===== src/rtl/wb_mux_stage_if.sv =====
// Write-back stage bus: request side (in_*, src/sel/rd) and result side (out_*, wb_*).
// Load-alignment signals exist only when WB_LOAD_EXT_EN is defined.
interface wb_mux_stage_if #(
  parameter int unsigned WIDTH = 32,
  parameter int unsigned NSRC  = 4,
  parameter int unsigned SEL_W = 2
);
  logic                  in_valid;
  logic                  in_ready;
  logic [NSRC*WIDTH-1:0] src_data;
  logic [SEL_W-1:0]      sel;
  logic [4:0]            rd_addr;
  logic                  rd_we;
  logic                  out_valid;
  logic                  out_ready;
  logic [WIDTH-1:0]      wb_data;
  logic [4:0]            wb_addr;
  logic                  wb_we;
  logic                  sel_err;
  logic [31:0]           wb_count;
`ifdef WB_LOAD_EXT_EN
  logic [1:0]            ld_size;
  logic                  ld_unsigned;
  logic [1:0]            byte_off;
`endif

  // Pipeline side: issues requests and sinks results.
  modport master (
    output in_valid, src_data, sel, rd_addr, rd_we, out_ready,
    input  in_ready, out_valid, wb_data, wb_addr, wb_we, sel_err, wb_count
`ifdef WB_LOAD_EXT_EN
    , output ld_size, ld_unsigned, byte_off
`endif
  );

  // Stage side.
  modport slave (
    input  in_valid, src_data, sel, rd_addr, rd_we, out_ready,
    output in_ready, out_valid, wb_data, wb_addr, wb_we, sel_err, wb_count
`ifdef WB_LOAD_EXT_EN
    , input ld_size, ld_unsigned, byte_off
`endif
  );
endinterface


===== src/rtl/wb_mux_stage.sv =====
// Registered NSRC-way write-back selector with a two-entry (OUT + SKID) buffer.
// Define WB_LOAD_EXT_EN to align and extend load data on source 1.
module wb_mux_stage #(
  parameter int unsigned WIDTH = 32,
  parameter int unsigned NSRC  = 4,
  parameter int unsigned SEL_W = 2
) (
  input logic           clk,
  input logic           rst,
  wb_mux_stage_if.slave wb_io
);

  typedef struct packed {
    logic [WIDTH-1:0] data;
    logic [4:0]       addr;
    logic             we;
    logic             err;
  } entry_t;

  entry_t           in_entry;
  entry_t           out_q, out_d, skid_q, skid_d;
  logic             out_valid_q, out_valid_d;
  logic             skid_valid_q, skid_valid_d;
  logic [31:0]      count_q, count_d;
  logic             hit;
  logic [WIDTH-1:0] raw;
  logic             accept, advance;
`ifdef WB_LOAD_EXT_EN
  logic [WIDTH-1:0] shifted;
`endif

  always_comb begin
    hit = 1'b0;
    raw = '0;
    for (int unsigned i = 0; i < NSRC; i++) begin
      if (wb_io.sel == SEL_W'(i)) begin
        hit = 1'b1;
        raw = wb_io.src_data[i*WIDTH +: WIDTH];
      end
    end
`ifdef WB_LOAD_EXT_EN
    shifted = raw >> {wb_io.byte_off, 3'b000};
    if (wb_io.sel == SEL_W'(1)) begin
      case (wb_io.ld_size)
        2'd0: raw = wb_io.ld_unsigned ? {{(WIDTH-8){1'b0}}, shifted[7:0]}
                                      : {{(WIDTH-8){shifted[7]}}, shifted[7:0]};
        2'd1: raw = wb_io.ld_unsigned ? {{(WIDTH-16){1'b0}}, shifted[15:0]}
                                      : {{(WIDTH-16){shifted[15]}}, shifted[15:0]};
        default: raw = raw;
      endcase
    end
`endif
    in_entry.data = hit ? raw : '0;
    in_entry.addr = wb_io.rd_addr;
    in_entry.we   = wb_io.rd_we && hit && (wb_io.rd_addr != 5'd0);
    in_entry.err  = !hit;
  end

  // in_ready is the registered !skid_valid, so out_ready never reaches it combinationally.
  assign accept  = wb_io.in_valid && !skid_valid_q;
  assign advance = !out_valid_q || wb_io.out_ready;

  always_comb begin
    out_d        = out_q;
    out_valid_d  = out_valid_q;
    skid_d       = skid_q;
    skid_valid_d = skid_valid_q;
    count_d      = count_q + 32'(out_valid_q && wb_io.out_ready && out_q.we);
    if (advance) begin
      if (skid_valid_q) begin
        out_d        = skid_q;
        out_valid_d  = 1'b1;
        skid_valid_d = 1'b0;
      end else if (accept) begin
        out_d       = in_entry;
        out_valid_d = 1'b1;
      end else begin
        out_valid_d = 1'b0;
      end
    end else if (accept) begin
      skid_d       = in_entry;
      skid_valid_d = 1'b1;
    end
  end

  always_ff @(posedge clk) begin
    if (rst) begin
      out_q        <= '0;
      out_valid_q  <= 1'b0;
      skid_q       <= '0;
      skid_valid_q <= 1'b0;
      count_q      <= '0;
    end else begin
      out_q        <= out_d;
      out_valid_q  <= out_valid_d;
      skid_q       <= skid_d;
      skid_valid_q <= skid_valid_d;
      count_q      <= count_d;
    end
  end

  assign wb_io.in_ready  = !skid_valid_q;
  assign wb_io.out_valid = out_valid_q;
  assign wb_io.wb_data   = out_q.data;
  assign wb_io.wb_addr   = out_q.addr;
  assign wb_io.wb_we     = out_q.we;
  assign wb_io.sel_err   = out_q.err;
  assign wb_io.wb_count  = count_q;

endmodule


===== src/flat_wrapper.sv =====
// flat-port wrapper written by rule: the top's interface ports become plain ports
module wb_mux_stage_flat 
#(
  parameter int unsigned WIDTH = 32,
  parameter int unsigned NSRC  = 4,
  parameter int unsigned SEL_W = 2
)
  (clk, rst, wb_io_in_valid, wb_io_src_data, wb_io_sel, wb_io_rd_addr, wb_io_rd_we, wb_io_out_ready, wb_io_in_ready, wb_io_out_valid, wb_io_wb_data, wb_io_wb_addr, wb_io_wb_we, wb_io_sel_err, wb_io_wb_count);
  wb_mux_stage_if #(.WIDTH(WIDTH), .NSRC(NSRC), .SEL_W(SEL_W)) wb_io_i ();
  input logic clk;
  input logic rst;
  input wire logic [$bits(wb_io_i.in_valid)-1:0] wb_io_in_valid;
  input wire logic [$bits(wb_io_i.src_data)-1:0] wb_io_src_data;
  input wire logic [$bits(wb_io_i.sel)-1:0] wb_io_sel;
  input wire logic [$bits(wb_io_i.rd_addr)-1:0] wb_io_rd_addr;
  input wire logic [$bits(wb_io_i.rd_we)-1:0] wb_io_rd_we;
  input wire logic [$bits(wb_io_i.out_ready)-1:0] wb_io_out_ready;
  output wire logic [$bits(wb_io_i.in_ready)-1:0] wb_io_in_ready;
  output wire logic [$bits(wb_io_i.out_valid)-1:0] wb_io_out_valid;
  output wire logic [$bits(wb_io_i.wb_data)-1:0] wb_io_wb_data;
  output wire logic [$bits(wb_io_i.wb_addr)-1:0] wb_io_wb_addr;
  output wire logic [$bits(wb_io_i.wb_we)-1:0] wb_io_wb_we;
  output wire logic [$bits(wb_io_i.sel_err)-1:0] wb_io_sel_err;
  output wire logic [$bits(wb_io_i.wb_count)-1:0] wb_io_wb_count;
  assign wb_io_i.in_valid = wb_io_in_valid;
  assign wb_io_i.src_data = wb_io_src_data;
  assign wb_io_i.sel = wb_io_sel;
  assign wb_io_i.rd_addr = wb_io_rd_addr;
  assign wb_io_i.rd_we = wb_io_rd_we;
  assign wb_io_i.out_ready = wb_io_out_ready;
  assign wb_io_in_ready = wb_io_i.in_ready;
  assign wb_io_out_valid = wb_io_i.out_valid;
  assign wb_io_wb_data = wb_io_i.wb_data;
  assign wb_io_wb_addr = wb_io_i.wb_addr;
  assign wb_io_wb_we = wb_io_i.wb_we;
  assign wb_io_sel_err = wb_io_i.sel_err;
  assign wb_io_wb_count = wb_io_i.wb_count;
  wb_mux_stage #(.WIDTH(WIDTH), .NSRC(NSRC), .SEL_W(SEL_W)) u_core (.clk(clk), .rst(rst), .wb_io(wb_io_i));
endmodule

===== config.mk =====
export PLATFORM = sky130hd
export DESIGN_NAME = wb_mux_stage_flat
export DESIGN_NICKNAME = d
export VERILOG_FILES = /design/src/rtl/wb_mux_stage_if.sv /design/src/rtl/wb_mux_stage.sv /design/src/flat_wrapper.sv
export SDC_FILE = /design/constraint.sdc
export NUM_CORES = 1
export LEC_CHECK = 0
export CAP_MARGIN = 40
export CORE_AREA = 4 4 111 123
export CTS_CLUSTER_DIAMETER = 150
export DETAILED_ROUTE_END_ITERATION = 10
export DIE_AREA = 0 0 115 127
export PLACE_DENSITY = 0.8
export SLEW_MARGIN = 20
export SYNTH_ARGS = -nofsm -noshare
export SYNTH_HDL_FRONTEND = slang
export SYNTH_SLANG_ARGS = --single-unit

===== constraint.sdc =====
create_clock -name clk -period 2.75 [get_ports clk]
set_clock_uncertainty 0.2 [all_clocks]
set_input_delay 0.4125 -clock clk [delete_from_list [all_inputs] [get_ports clk]]
set_output_delay 0.4125 -clock clk [all_outputs]
set_load 0.02 [all_outputs]

==> results.toml <==
[die]
die_y_um = 127
start_util_pct = 42.88
die_width_um = 115
core_sq_um = 12480
die_area_sq_um = 14610
row_count = 43
ios = 213

[timing]
period_needed_ns = 2.755
maxSlewViolCount = 0
finalHoldViolations = 0
tns_ns = -0.004546
fin_crit_sh_pct = 100.2
setup_ws_ns = -0.004546
max-slew-margin-rel_pct = 44.08
clock.fmax_ghz = 0.3630
worst-slew-pin-transition_ns = 0.8386
setup_viol = 1

[synthesis]
yosysSeqAreaShare_pct = 41.89
syn_area_sq_um = 5353
syn_area_per_cell_sq_um = 8.804
synth_nets = 751
synth_cells = 608
synth_seq_cells = 112
synth.distinct_cells = 39
yosysWarnings = 0

[worst_setup_path]
reg2reg_to = "u_core.wb_io.wb_count[20]$_SDFF_PP0_"
r2r_slack_ns = 0.16
crit_type = "primary input to flop"
critPathArrivalTime_ns = 2.76
start_kind = "primary input"
crit_fanout = 6
endpoint_kind = "flop"
reg2reg_depth = 9
cp_data_required_time_ns = 2.76
worstReg2RegStart = "u_core.wb_io.wb_we$_SDFFE_PP0P_"

[clocking]
hold_buffers = 0
max-clock-path-buffers = 2
h-tree-depth = 3
cts_buffers = 9
cts_root_buf = "clkbuf_16"
clkTransAtPathRegs_ns = 0.07
clock_sinks = 112
clkLatencyLatePin_ns = 0.34
cts_tree = "done"

[finish]
fillers = 1000
fin_nets = 947
postLayoutCoreUtil_pct = 64.77
post_layout_nonfiller_instances = 965
postLayoutCellArea_sq_um = 8084
area_growth_syn_to_layout_pct = 51.03
diodes = 0
layout-drive-gt1-share_pct = 11.39
regArea_sq_um = 2243
final_common_cell = "clkdlybuf4s50_1"
multiInputGateArea_sq_um = 2970
final_cell_mix = "clkdlybuf4s50_1, nand2_1, dfxtp_1, a21oi_1, nor2_1"

[run_status]
status = "finished with violations"
violations = "negative setup slack"

[min_path]
hold_class = "flop to flop"
hold_end = "u_core.skid_q[3]$_SDFFE_PP0P_"
worstHoldStart = "u_core.skid_q[3]$_SDFFE_PP0P_"
min_path_cells = 2

[grt]
grt_pass1_wl_um = 26200
gr-total-overflow = 0
grt_max_degree = 49
antenna_found_initial = 0
grt_usage_pct = 22.36
grt_pass1_vias = 5410

[run]
cap_viol_max_count = 0

[placed_design]
dp_hpwl_um = 12580
dp_slack_ns = -0.3088
placed_area_sq_um = 7675
globalplace.congestion = 0.7970
dp.cells = 949
io_buffers = 212

[power]
leakagePower_uw = 0.002832
irDropWorstVdd_uv = 389.4
p_per_area_nw_per_um2 = 487.2

[detailed_routing]
wl_um = 16960
vias = 5506
ant_nets = 0
wl_per_cell_um = 17.57
vias_per_cell = 5.706
drtIter0Drc = 386
drc = 0
drt_pass1_iterations = 5
==> stage by stage <==
stage                     hold slack (ns)  total power (uW)
after floorplan                    0.2360              2107
after global placement             0.2418              2484
after detailed placement           0.2465              2505
after CTS                          0.2573              3956
after global routing               0.2696              4077
final                              0.2553              3938
==> cell usage after synthesis <==
master      n  area share (%)
nand4_4     1            0.40
o21a_1      2            0.28
nor3_1      7            0.65
o211ai_1    2            0.28
nand3b_1    1            0.14
and4_1      1            0.16
xnor2_1     6            0.98
or3_1       9             1.1
nor3b_1     2            0.28
clkinv_1    1           0.070
nor2_1     52             3.6
a32oi_1     1            0.16
and2_1      1            0.12
nand3_1    11             1.0
buf_2       5            0.47
xor2_1      4            0.65
or4b_1      1            0.19
mux2_2      2            0.42
nand2b_1    1            0.12
buf_1       4            0.28
or2_2       1            0.12
o31ai_1     8             1.1
clkbuf_1   42             2.9
or4_1      13             1.8
o21ba_2     1            0.19
nor2b_1     4            0.47
o21ai_1     1           0.093
a211oi_1   38             5.3
nand4_1    12             1.4
nand2_1   115             8.1
mux4_2     32              13
o21ai_0     9            0.84
nor4_1      1            0.12
a21oi_1    89             8.3
ha_1        3            0.70
and3_1      5            0.58
mux2i_1     5            0.94
dfxtp_1   112              42
inv_1       3            0.21
==> worst max-delay path, cell delays in order <==
cell and delay (ns):
clkdlybuf4s50_1 0.49, and3_4 0.21, ha_4 0.14, ha_4 0.13, nand3_2 0.08, or4_4 0.60, buf_6 0.15, buf_4 0.14
o21ai_0 0.29, a21oi_1 0.11
==> cells by family (layout without fill, tap and decap cells) <==
family                   count (synthesis)  after routing  synth area share, %
XOR/XNOR                                10             10                1.636
multiplexers                            39             39                14.82
AO/OA/AOI/OAI                          151            151                16.62
adder cells (fa/ha/maj)                  3              3               0.7013
flip-flops                             112            112                41.89
AND/OR/NAND/NOR                        238            238                20.36
buffers and inverters                   55            255                3.974
==> sequential cells by signal, indices dropped and copies added, names as in the netlist <==
name                    flops
u_core.skid_q              39
u_core.wb_io.wb_count      32
u_core.wb_io.wb_data       32
u_core.wb_io.wb_addr        5
u_core.skid_valid_q         1
u_core.wb_io.out_valid      1
u_core.wb_io.sel_err        1
u_core.wb_io.wb_we          1
==> metal layers <==
| layer | track usage (%) | vias to the layer above | part of all wire [%] |
|---|---|---|---|
| met2 | 41.38 | 249 | 54 |
| met3 | 4.548 | 24 | 6.6 |
| met4 | 7.320 | 0 | 2.1 |
| met5 | 0 | - | 0 |
| met1 | 25.34 | 2654 | 38 |
| li1 | - | 2579 | - |
==> power breakdown <==
| group | switching [uW] | leakage [uW] | total [uW] | internal, uW |
|---|---|---|---|---|
| sequential | 40.0 | 0.000914 | 1730 | 1690 |
| combinational | 323 | 0.00176 | 738 | 415 |
| clock | 583 | 0.000159 | 1470 | 888 |
| total | 946 | 0.00283 | 3940 | 2990 |
==> worst max-delay path by stage <==
stage / start / end / slack [ns] / cells after the start
after global routing: wb_io_out_ready / u_core.wb_io.wb_count[20]$_SDFF_PP0_ / -0.01 / 10
final: wb_io_out_ready / u_core.wb_io.wb_count[20]$_SDFF_PP0_ / -0.005 / 10
after CTS: wb_io_out_ready / u_core.wb_io.wb_count[24]$_SDFF_PP0_ / 0.04 / 9
after global placement: wb_io_out_ready / u_core.wb_io.wb_count[20]$_SDFF_PP0_ / -0.22 / 9
after detailed placement: wb_io_out_ready / u_core.wb_io.wb_count[24]$_SDFF_PP0_ / -0.31 / 9
after floorplan: u_core.wb_io.out_valid$_SDFFE_PP0P_ / u_core.wb_io.wb_count[30]$_SDFF_PP0_ / 0.14 / 8
==> repair_timing <==
item	4_1_cts	5_1_grt
endpoints found under the setup margin	0	6
gates resized for setup	0	15
setup buffers	0	1
==> final cells by class <==
cell class / instances / share of cell area (%)
Timing Repair Buffer: 236 / 28.74
Clock buffer: 10 / 2.832
Sequential cell: 112 / 27.75
Tap cell: 157 / 2.430
Multi-Input combinational cell: 441 / 36.74
Clock inverter: 5 / 1.316
Inverter: 4 / 0.1857
Power figures use the tool's default switching activity.
